===== src/rtl/hdmi_period_scheduler_pkg.sv =====
// Shared codes, lengths and types for the HDMI TMDS period scheduler.
package hdmi_pkg;

    localparam int unsigned HCNT_W = 12;
    localparam int unsigned VCNT_W = 11;
    localparam int unsigned CNT_W  = 5;
    localparam int unsigned PKTS_W = 5;

    localparam logic [1:0] ENC_CTRL  = 2'b00;
    localparam logic [1:0] ENC_DATA  = 2'b10;
    localparam logic [1:0] ENC_VIDEO = 2'b01;

    // {CTL3,CTL2,CTL1,CTL0} during the preamble that announces each period
    localparam logic [3:0] PRE_VIDEO  = 4'b0001;
    localparam logic [3:0] PRE_ISLAND = 4'b0101;

    localparam int unsigned PRE_LEN  = 8;
    localparam int unsigned GB_LEN   = 2;
    localparam int unsigned PKT_LEN  = 32;
    localparam int unsigned CTRL_MIN = 12;

    typedef enum logic [2:0] {
        ST_CTRL,
        ST_VID_PRE,
        ST_VID_GB,
        ST_VIDEO,
        ST_DI_PRE,
        ST_DI_GB_LEAD,
        ST_DI_DATA,
        ST_DI_GB_TRAIL
    } state_e;

    typedef struct packed {
        logic [1:0] enc_state;
        logic [1:0] ch1_ctl;
        logic [1:0] ch2_ctl;
        logic       di_first;
        logic       guard_band;
        logic       gb_island;
        logic       pkt_rd;
        logic       pkt_last;
        logic       pix_req;
    } sched_out_t;

endpackage


===== src/rtl/hdmi_period_scheduler_if.sv =====
// Source/encoder-facing signals of the period scheduler.
interface hdmi_period_scheduler_if;
    import hdmi_pkg::*;

    logic              di_en;
    logic              pkt_valid;
    logic              pkt_rd;
    logic              pkt_last;
    logic              pix_req;
    logic [1:0]        enc_state;
    logic [1:0]        ch0_ctl;
    logic [1:0]        ch1_ctl;
    logic [1:0]        ch2_ctl;
    logic              di_first;
    logic              guard_band;
    logic              gb_island;
    logic [HCNT_W-1:0] hcount;
    logic [VCNT_W-1:0] vcount;

    // master: the scheduler itself
    modport master (
        input  di_en, pkt_valid,
        output pkt_rd, pkt_last, pix_req, enc_state, ch0_ctl, ch1_ctl, ch2_ctl,
               di_first, guard_band, gb_island, hcount, vcount
    );

    // slave: packet/pixel sources and the encoder side
    modport slave (
        output di_en, pkt_valid,
        input  pkt_rd, pkt_last, pix_req, enc_state, ch0_ctl, ch1_ctl, ch2_ctl,
               di_first, guard_band, gb_island, hcount, vcount
    );

endinterface


===== src/rtl/hdmi_period_scheduler_raster.sv =====
// Horizontal/vertical raster counters with registered sync outputs aligned to the counters.
module hdmi_raster_counter
    import hdmi_pkg::*;
#(
    parameter int unsigned H_ACTIVE = 640,
    parameter int unsigned H_FP     = 16,
    parameter int unsigned H_SYNC   = 96,
    parameter int unsigned H_BP     = 48,
    parameter int unsigned V_ACTIVE = 480,
    parameter int unsigned V_FP     = 10,
    parameter int unsigned V_SYNC   = 2,
    parameter int unsigned V_BP     = 33,
    parameter int unsigned HS_POL   = 0,
    parameter int unsigned VS_POL   = 0
) (
    input  logic              clk,
    input  logic              rst_n,
    output logic [HCNT_W-1:0] o_hcount,
    output logic [VCNT_W-1:0] o_vcount,
    output logic              o_hsync,
    output logic              o_vsync,
    output logic [HCNT_W-1:0] o_hnext_c,
    output logic              o_next_line_active_c
);

    localparam int unsigned H_TOTAL = H_ACTIVE + H_FP + H_SYNC + H_BP;
    localparam int unsigned V_TOTAL = V_ACTIVE + V_FP + V_SYNC + V_BP;
    localparam logic        HS_IDLE = 1'(HS_POL == 0);
    localparam logic        VS_IDLE = 1'(VS_POL == 0);

    logic [HCNT_W-1:0] r_h;
    logic [HCNT_W-1:0] w_h_next;
    logic [VCNT_W-1:0] r_v;
    logic [VCNT_W-1:0] w_v_next;
    logic [VCNT_W-1:0] w_v_after;
    logic              w_h_wrap;
    logic              w_hs_act;
    logic              w_vs_act;
    logic              r_hsync;
    logic              r_vsync;

    // Syncs are decoded from the next counter values so they line up with hcount/vcount
    always_comb begin
        w_h_wrap  = (r_h == HCNT_W'(H_TOTAL - 1));
        w_v_after = (r_v == VCNT_W'(V_TOTAL - 1)) ? '0 : r_v + VCNT_W'(1);
        w_h_next  = w_h_wrap ? '0 : r_h + HCNT_W'(1);
        w_v_next  = w_h_wrap ? w_v_after : r_v;
        w_hs_act  = (w_h_next >= HCNT_W'(H_ACTIVE + H_FP)) &&
                    (w_h_next <  HCNT_W'(H_ACTIVE + H_FP + H_SYNC));
        w_vs_act  = (w_v_next >= VCNT_W'(V_ACTIVE + V_FP)) &&
                    (w_v_next <  VCNT_W'(V_ACTIVE + V_FP + V_SYNC));
    end

    always_ff @(posedge clk or negedge rst_n) begin
        if (!rst_n) begin
            r_h     <= '0;
            r_v     <= '0;
            r_hsync <= HS_IDLE;
            r_vsync <= VS_IDLE;
        end else begin
            r_h     <= w_h_next;
            r_v     <= w_v_next;
            r_hsync <= w_hs_act ? ~HS_IDLE : HS_IDLE;
            r_vsync <= w_vs_act ? ~VS_IDLE : VS_IDLE;
        end
    end

    assign o_hcount             = r_h;
    assign o_vcount             = r_v;
    assign o_hsync              = r_hsync;
    assign o_vsync              = r_vsync;
    assign o_hnext_c            = w_h_next;
    assign o_next_line_active_c = (w_v_after < VCNT_W'(V_ACTIVE));

endmodule


===== src/rtl/hdmi_period_scheduler.sv =====
// HDMI TMDS period scheduler: sequences control, video and data-island periods
// for the three encoder channels and paces the pixel and packet sources.
module hdmi_period_scheduler
    import hdmi_pkg::*;
#(
    parameter int unsigned H_ACTIVE = 640,
    parameter int unsigned H_FP     = 16,
    parameter int unsigned H_SYNC   = 96,
    parameter int unsigned H_BP     = 48,
    parameter int unsigned V_ACTIVE = 480,
    parameter int unsigned V_FP     = 10,
    parameter int unsigned V_SYNC   = 2,
    parameter int unsigned V_BP     = 33,
    parameter int unsigned HS_POL   = 0,
    parameter int unsigned VS_POL   = 0,
    parameter int unsigned DI_START = 656,
    parameter int unsigned MAX_PKTS = 2
) (
    input  logic                    clklow,
    input  logic                    reset,
    hdmi_period_scheduler_if.master io_sched
);

    localparam int unsigned H_TOTAL = H_ACTIVE + H_FP + H_SYNC + H_BP;

    // The longest island plus a minimum control period must finish before the video preamble
    if ((DI_START + PRE_LEN + GB_LEN + PKT_LEN * MAX_PKTS + GB_LEN + CTRL_MIN >
         H_TOTAL - PRE_LEN - GB_LEN) || (MAX_PKTS < 1) || (MAX_PKTS > 18) ||
        (H_BP < PRE_LEN + GB_LEN + CTRL_MIN)) begin : g_bad_timing
        $error("hdmi_period_scheduler: island/blanking timing does not fit the line");
    end

    logic [HCNT_W-1:0] w_hcount;
    logic [HCNT_W-1:0] w_hnext;
    logic [VCNT_W-1:0] w_vcount;
    logic              w_hsync;
    logic              w_vsync;
    logic              w_next_line_active;

    state_e            r_state;
    state_e            w_state_nxt;
    logic [CNT_W-1:0]  r_cnt;
    logic [CNT_W-1:0]  w_cnt_nxt;
    logic [PKTS_W-1:0] r_pkts;
    logic [PKTS_W-1:0] w_pkts_nxt;
    sched_out_t        r_out;
    sched_out_t        w_out;

    hdmi_raster_counter #(
        .H_ACTIVE (H_ACTIVE),
        .H_FP     (H_FP),
        .H_SYNC   (H_SYNC),
        .H_BP     (H_BP),
        .V_ACTIVE (V_ACTIVE),
        .V_FP     (V_FP),
        .V_SYNC   (V_SYNC),
        .V_BP     (V_BP),
        .HS_POL   (HS_POL),
        .VS_POL   (VS_POL)
    ) u_raster (
        .clk                  (clklow),
        .rst_n                (reset),
        .o_hcount             (w_hcount),
        .o_vcount             (w_vcount),
        .o_hsync              (w_hsync),
        .o_vsync              (w_vsync),
        .o_hnext_c            (w_hnext),
        .o_next_line_active_c (w_next_line_active)
    );

    always_ff @(posedge clklow or negedge reset) begin
        if (!reset) begin
            r_state <= ST_CTRL;
            r_cnt   <= '0;
            r_pkts  <= '0;
        end else begin
            r_state <= w_state_nxt;
            r_cnt   <= w_cnt_nxt;
            r_pkts  <= w_pkts_nxt;
        end
    end

    // Next period is chosen one clock early so the registered outputs match hcount
    always_comb begin
        w_state_nxt = r_state;
        w_cnt_nxt   = r_cnt + CNT_W'(1);
        w_pkts_nxt  = r_pkts;

        case (r_state)
            ST_CTRL: begin
                w_cnt_nxt = '0;
                if (w_hcount == HCNT_W'(H_TOTAL - PRE_LEN - GB_LEN - 1) && w_next_line_active)
                    w_state_nxt = ST_VID_PRE;
                else if (w_hcount == HCNT_W'(DI_START - 1) && io_sched.di_en && io_sched.pkt_valid)
                    w_state_nxt = ST_DI_PRE;
            end
            ST_VID_PRE: if (r_cnt == CNT_W'(PRE_LEN - 1)) begin
                w_state_nxt = ST_VID_GB;
                w_cnt_nxt   = '0;
            end
            ST_VID_GB: if (r_cnt == CNT_W'(GB_LEN - 1)) begin
                w_state_nxt = ST_VIDEO;
                w_cnt_nxt   = '0;
            end
            ST_VIDEO: begin
                w_cnt_nxt = '0;
                if (w_hcount == HCNT_W'(H_ACTIVE - 1))
                    w_state_nxt = ST_CTRL;
            end
            ST_DI_PRE: if (r_cnt == CNT_W'(PRE_LEN - 1)) begin
                w_state_nxt = ST_DI_GB_LEAD;
                w_cnt_nxt   = '0;
            end
            ST_DI_GB_LEAD: if (r_cnt == CNT_W'(GB_LEN - 1)) begin
                w_state_nxt = ST_DI_DATA;
                w_cnt_nxt   = '0;
                w_pkts_nxt  = PKTS_W'(1);
            end
            ST_DI_DATA: if (r_cnt == CNT_W'(PKT_LEN - 1)) begin
                w_cnt_nxt = '0;
                if (io_sched.pkt_valid && (r_pkts < PKTS_W'(MAX_PKTS)))
                    w_pkts_nxt = r_pkts + PKTS_W'(1);
                else
                    w_state_nxt = ST_DI_GB_TRAIL;
            end
            ST_DI_GB_TRAIL: if (r_cnt == CNT_W'(GB_LEN - 1)) begin
                w_state_nxt = ST_CTRL;
                w_cnt_nxt   = '0;
            end
            default: begin
                w_state_nxt = ST_CTRL;
                w_cnt_nxt   = '0;
            end
        endcase

        w_out           = '0;
        w_out.enc_state = ENC_CTRL;
        case (w_state_nxt)
            ST_VID_PRE: begin
                w_out.ch1_ctl = PRE_VIDEO[1:0];
                w_out.ch2_ctl = PRE_VIDEO[3:2];
            end
            ST_VID_GB: begin
                w_out.enc_state  = ENC_VIDEO;
                w_out.guard_band = 1'b1;
                w_out.pix_req    = (w_cnt_nxt == CNT_W'(GB_LEN - 1));
            end
            ST_VIDEO: begin
                w_out.enc_state = ENC_VIDEO;
                w_out.pix_req   = (w_hnext != HCNT_W'(H_ACTIVE - 1));
            end
            ST_DI_PRE: begin
                w_out.ch1_ctl = PRE_ISLAND[1:0];
                w_out.ch2_ctl = PRE_ISLAND[3:2];
            end
            ST_DI_GB_LEAD, ST_DI_GB_TRAIL: begin
                w_out.enc_state  = ENC_DATA;
                w_out.guard_band = 1'b1;
                w_out.gb_island  = 1'b1;
            end
            ST_DI_DATA: begin
                w_out.enc_state = ENC_DATA;
                w_out.pkt_rd    = 1'b1;
                w_out.pkt_last  = (w_cnt_nxt == CNT_W'(PKT_LEN - 1));
                w_out.di_first  = !((w_cnt_nxt == '0) && (w_pkts_nxt == PKTS_W'(1)));
            end
            default: ;
        endcase
    end

    always_ff @(posedge clklow or negedge reset) begin
        if (!reset) r_out <= '0;
        else        r_out <= w_out;
    end

    assign io_sched.enc_state  = r_out.enc_state;
    assign io_sched.ch0_ctl    = {w_vsync, w_hsync};
    assign io_sched.ch1_ctl    = r_out.ch1_ctl;
    assign io_sched.ch2_ctl    = r_out.ch2_ctl;
    assign io_sched.di_first   = r_out.di_first;
    assign io_sched.guard_band = r_out.guard_band;
    assign io_sched.gb_island  = r_out.gb_island;
    assign io_sched.pkt_rd     = r_out.pkt_rd;
    assign io_sched.pkt_last   = r_out.pkt_last;
    assign io_sched.pix_req    = r_out.pix_req;
    assign io_sched.hcount     = w_hcount;
    assign io_sched.vcount     = w_vcount;

endmodule


===== src/flat_wrapper.sv =====
// flat-port wrapper written by rule: the top's interface ports become plain ports
module hdmi_period_scheduler_flat import hdmi_pkg::*;
#(
    parameter int unsigned H_ACTIVE = 640,
    parameter int unsigned H_FP     = 16,
    parameter int unsigned H_SYNC   = 96,
    parameter int unsigned H_BP     = 48,
    parameter int unsigned V_ACTIVE = 480,
    parameter int unsigned V_FP     = 10,
    parameter int unsigned V_SYNC   = 2,
    parameter int unsigned V_BP     = 33,
    parameter int unsigned HS_POL   = 0,
    parameter int unsigned VS_POL   = 0,
    parameter int unsigned DI_START = 656,
    parameter int unsigned MAX_PKTS = 2
)
  (clklow, reset, io_sched_di_en, io_sched_pkt_valid, io_sched_pkt_rd, io_sched_pkt_last, io_sched_pix_req, io_sched_enc_state, io_sched_ch0_ctl, io_sched_ch1_ctl, io_sched_ch2_ctl, io_sched_di_first, io_sched_guard_band, io_sched_gb_island, io_sched_hcount, io_sched_vcount);
  hdmi_period_scheduler_if io_sched_i ();
  input  logic clklow;
  input  logic reset;
  input wire logic [$bits(io_sched_i.di_en)-1:0] io_sched_di_en;
  input wire logic [$bits(io_sched_i.pkt_valid)-1:0] io_sched_pkt_valid;
  output wire logic [$bits(io_sched_i.pkt_rd)-1:0] io_sched_pkt_rd;
  output wire logic [$bits(io_sched_i.pkt_last)-1:0] io_sched_pkt_last;
  output wire logic [$bits(io_sched_i.pix_req)-1:0] io_sched_pix_req;
  output wire logic [$bits(io_sched_i.enc_state)-1:0] io_sched_enc_state;
  output wire logic [$bits(io_sched_i.ch0_ctl)-1:0] io_sched_ch0_ctl;
  output wire logic [$bits(io_sched_i.ch1_ctl)-1:0] io_sched_ch1_ctl;
  output wire logic [$bits(io_sched_i.ch2_ctl)-1:0] io_sched_ch2_ctl;
  output wire logic [$bits(io_sched_i.di_first)-1:0] io_sched_di_first;
  output wire logic [$bits(io_sched_i.guard_band)-1:0] io_sched_guard_band;
  output wire logic [$bits(io_sched_i.gb_island)-1:0] io_sched_gb_island;
  output wire logic [$bits(io_sched_i.hcount)-1:0] io_sched_hcount;
  output wire logic [$bits(io_sched_i.vcount)-1:0] io_sched_vcount;
  assign io_sched_i.di_en = io_sched_di_en;
  assign io_sched_i.pkt_valid = io_sched_pkt_valid;
  assign io_sched_pkt_rd = io_sched_i.pkt_rd;
  assign io_sched_pkt_last = io_sched_i.pkt_last;
  assign io_sched_pix_req = io_sched_i.pix_req;
  assign io_sched_enc_state = io_sched_i.enc_state;
  assign io_sched_ch0_ctl = io_sched_i.ch0_ctl;
  assign io_sched_ch1_ctl = io_sched_i.ch1_ctl;
  assign io_sched_ch2_ctl = io_sched_i.ch2_ctl;
  assign io_sched_di_first = io_sched_i.di_first;
  assign io_sched_guard_band = io_sched_i.guard_band;
  assign io_sched_gb_island = io_sched_i.gb_island;
  assign io_sched_hcount = io_sched_i.hcount;
  assign io_sched_vcount = io_sched_i.vcount;
  hdmi_period_scheduler #(.H_ACTIVE(H_ACTIVE), .H_FP(H_FP), .H_SYNC(H_SYNC), .H_BP(H_BP), .V_ACTIVE(V_ACTIVE), .V_FP(V_FP), .V_SYNC(V_SYNC), .V_BP(V_BP), .HS_POL(HS_POL), .VS_POL(VS_POL), .DI_START(DI_START), .MAX_PKTS(MAX_PKTS)) u_core (.clklow(clklow), .reset(reset), .io_sched(io_sched_i));
endmodule

===== config.mk =====
export PLATFORM = sky130hd
export DESIGN_NAME = hdmi_period_scheduler_flat
export DESIGN_NICKNAME = d
export VERILOG_FILES = /design/src/rtl/hdmi_period_scheduler_pkg.sv /design/src/rtl/hdmi_period_scheduler_if.sv /design/src/rtl/hdmi_period_scheduler_raster.sv /design/src/rtl/hdmi_period_scheduler.sv /design/src/flat_wrapper.sv
export SDC_FILE = /design/constraint.sdc
export NUM_CORES = 1
export LEC_CHECK = 0
export BUFFER_PORTS_ARGS = -buffer_cell sky130_fd_sc_hd__buf_2
export CAP_MARGIN = 25
export CELL_PAD_IN_SITES_DETAIL_PLACEMENT = 0
export CELL_PAD_IN_SITES_GLOBAL_PLACEMENT = 1
export CORE_ASPECT_RATIO = 0.8
export CORE_MARGIN = 2
export CORE_UTILIZATION = 44
export DETAILED_ROUTE_END_ITERATION = 12
export HOLD_SLACK_MARGIN = 0.12
export PLACE_DENSITY_LB_ADDON = 0.3
export SLEW_MARGIN = 20
export SYNTH_ARGS = -nofsm -noshare
export SYNTH_HDL_FRONTEND = slang
export SYNTH_SLANG_ARGS = --single-unit

===== constraint.sdc =====
create_clock -name clklow -period 3.2 [get_ports clklow]
set_input_delay 0.32 -clock clklow [delete_from_list [all_inputs] [get_ports clklow]]
set_output_delay 0.32 -clock clklow [all_outputs]
set_load 0.005 [all_outputs]

==> run metrics <==
run status=finished, final reports clean; effective utilization at floorplan=45.35%; full die area=0.007205 mm²; CTS tree=done; DRC viols=0; Relative slew margins=55.03%; number of fill cells=625; reg2reg end=u_core.io_sched.pkt_last; initial drt markers=265; Fmax=389.8 MHz; via count=2481; R2R setup slack=0.63 ns; sequential fraction of the synthesis area=41.84%; CTS buffer count=5; setup repair bufs after CTS=0; Yosys reg bits=48; fin area=0.003218 mm²; Synth Area in Adders=3.915%; Root Driver=clkbuf_8; slowest stage delay, CP=0.60 ns; WL final=6.853 mm; top_reg_cell synth=dfrtp_1; R2R depth=7; share of cells above drive strength 1=16.52%; WP data arrival=2.81 ns; Pre-Repair DR Iteration Count=5; initial antenna violation count=0; RSZ-0062 raised after global routing=no; max_cap viols=0; worst r2r src=u_core.u_raster.o_hcount[0]; Worst-Margin Slew=0.6654 ns; post-synthesis cell type count=61; vias per cell=5.783; dpl hpwl=4.916 mm; Synth warnings=0; PwrDens=311.6 mW/mm²; Post-synth EDFFs=0; CP startpoint=u_core.u_raster.o_hcount[0]; switching part of the total=21.64%; Hold Path Class=primary input to register; Clock power frac=37.7%; # rows=26; VDD IR-drop max=0.1540 mV; Leak=1.496 nW; mux cell area share after synthesis=0.3480%; ANT nets after route=0; GRT Overall Usage=19.99%; syn avg cell area=9.103 µm²; Seq pwr share=60.4%; Die W=94.40 µm; simple-gate portion of the synthesized area=26.84%; antenna cells=0; crit path max-delay cell type=or4_4; post-synthesis async set-or-reset flop share=100.0%; Max Root-Sink Buffers=2; CP startpoint kind=register; Worst-Skew Late Latency=0.30 ns; Comb power frac=1.9%; final hold violations=0; Reg clk slew, reported paths=0.09 ns; Core Area=0.006344 mm²; Power Internal=785.7 µW; Die Y=76.32 µm; largest net degree at the start of global routing=32; Worst Setup EP=u_core.io_sched.pkt_last; total global routing overflow=0; Critical Path Sink Type=register; mapped cell area=0.002877 mm²; # setup viols final=0; largest family of logic cells by synthesized area=simple AND/OR/NAND/NOR gates; global-route wire length before repair=11.41 mm; clk sinks=48; wire length per cell=15.97 µm; IO Port Bufs=38; Syn-to-layout area delta=11.87%; # IOs=41; number of H-tree levels=2; vias in the first global route=2201; Final Max Slew Viols=0; Setup CP Type=register to register; Tot Pwr=1.003 mW; synthesized instance count=316; CP max FO=9; required time of the critical path=3.44 ns; crit share post-route=80.17%; net switching power=216.9 µW; final setup TNS=0 ns; GPL Wtd Cong=0.9011; final net count=357; Synth Area in XOR/XNOR=4.872%; clk_skew=0.01483 ns; Placed Area=0.003110 mm²; CP Cell Sequence=ha_1 -> nand3_1 -> or4_4 -> a32oi_1 -> a22oi_1 -> a21boi_4 -> and4bb_1; minimum clock period=2.566 ns; compound-gate portion of the synthesized area=17.14%
power groups by stage:
stage	clock [mW]	sequential (mW)	combinational (mW)
2_1_floorplan	0	0.618	0.00233
4_1_cts	0.395	0.606	0.0198
5_1_grt	0.418	0.606	0.0220
6_report	0.378	0.606	0.0187
3_3_place_gp	0	0.618	0.0156
3_5_place_dp	0	0.618	0.0188
flip-flops by register name (all words and copies together) (netlist names), 2 cells and up:
register and flops:
u_core.r_pkts 5, u_core.u_raster.o_vcount 11, u_core.r_state 3, u_core.io_sched.enc_state 2, u_core.u_raster.o_hcount 12, u_core.r_cnt 5
worst min-delay path by stage:
| stage | from | to | slack [ns] | cells past startpoint |
|---|---|---|---|---|
| after detailed placement | reset | u_core.r_pkts[1] | 0.30 | 1 |
| after floorplan | reset | u_core.io_sched.ch1_ctl[0] | 0.02 | 0 |
| final | io_sched_pkt_valid | u_core.r_pkts[0] | 0.41 | 3 |
| after global placement | u_core.r_pkts[3] | u_core.r_pkts[3] | 0.48 | 1 |
| after CTS | io_sched_pkt_valid | u_core.r_pkts[0] | 0.39 | 3 |
| after global routing | io_sched_pkt_valid | u_core.r_pkts[0] | 0.42 | 3 |
logic make-up after synthesis:
group	Yosys count
muxes	1
xor gates and xnor gates	16
DFF	48
buffers and inverters	33
other	1
AOI/OAI and AO/OA	72
adders and majority gates	9
and+or+nand+nor	136
through the flow:
| stage | setup slack (ns) | hold WS (ns) | cells | utilization [%] |
|---|---|---|---|---|
| detailed placement | 0.6341 | 0.2994 | 420 | 49.03 |
| floorplan | 0.8866 | 0.02441 | 317 | - |
| CTS | 0.6340 | 0.3884 | 429 | 50.73 |
| global placement | 0.7116 | 0.4846 | 419 | 48.72 |
| finish | 0.6345 | 0.4075 | 429 | 50.73 |
| global route | 0.4773 | 0.4227 | 429 | 50.73 |
cells in the mapped netlist (3+ instances only):
cell	instances	area (µm²)
dfrtp_1	46	1151
and4_1	5	43.79
nand2b_1	5	31.28
and3_1	7	43.79
o21a_1	3	22.52
a31oi_1	4	25.02
nor4_1	6	37.54
xor2_1	9	78.83
buf_4	4	30.03
a22o_1	3	26.28
inv_1	11	41.29
o31ai_1	3	22.52
clkbuf_1	16	60.06
a211oi_1	3	22.52
a21oi_1	12	60.06
and2_1	3	18.77
nor2_1	27	101.4
nand3_1	11	55.05
nor2b_1	4	25.02
xnor2_1	7	61.31
ha_1	9	112.6
o21ai_0	14	70.07
nand4_1	11	68.82
and4b_1	4	40.04
o21ai_1	5	25.02
a21o_1	4	30.03
nor3_1	7	35.03
o22ai_1	3	18.77
nand2_1	29	108.9
worst max-delay path: cells and delay by family, from the launching register on:
family,cells,cell delay (ns)
simple gates,3,1.16
flops,1,0.48
fa+ha+maj,1,0.33
compound gates,3,0.54
cells in the final DEF, fill, tap and decap left out, types with 3 or more instances in the layout:
cell type and count:
dfrtp_1 46, buf_2 38, nand2_1 29, nor2_1 27, o21ai_0 14, a21oi_1 12, inv_1 11, nand3_1 11
nand4_1 11, xor2_1 9, ha_1 9, and3_1 7, xnor2_1 7, nor3_1 7, nor4_1 6, clkbuf_8 6
nand2b_1 5, and4_1 5, o21ai_1 5, a31oi_1 4, and4b_1 4, a21o_1 4, nor2b_1 4, a22o_1 3
and2_1 3, o31ai_1 3, a211oi_1 3, o22ai_1 3, o21a_1 3
repair_timing:
item	in CTS	in global routing
gates resized for setup	0	0
hold buffers	1	0
endpoints found under the hold margin	16	0
cell type report:
type / instances / area (µm²) / share of cell area (%)
clock buffers: 6 / 82.58 / 2.566
clock inverters: 2 / 15.01 / 0.4666
inverters: 11 / 41.29 / 1.283
multi-input cells: 236 / 1535 / 47.71
flip-flops and latches: 48 / 1204 / 37.40
well taps: 84 / 105.1 / 3.266
repair buffers: 42 / 235.2 / 7.309
routing by layer:
metal | global-route usage (%) | part of all wire, % | up-vias
met5 | 0 | 0 | -
met4 | 5.217 | 1.3 | 0
met2 | 26.86 | 41 | 82
li1 | - | - | 1206
met3 | 3.956 | 5.5 | 9
met1 | 32.42 | 52 | 1184
No activity file was read; power rests on OpenSTA's default activity.
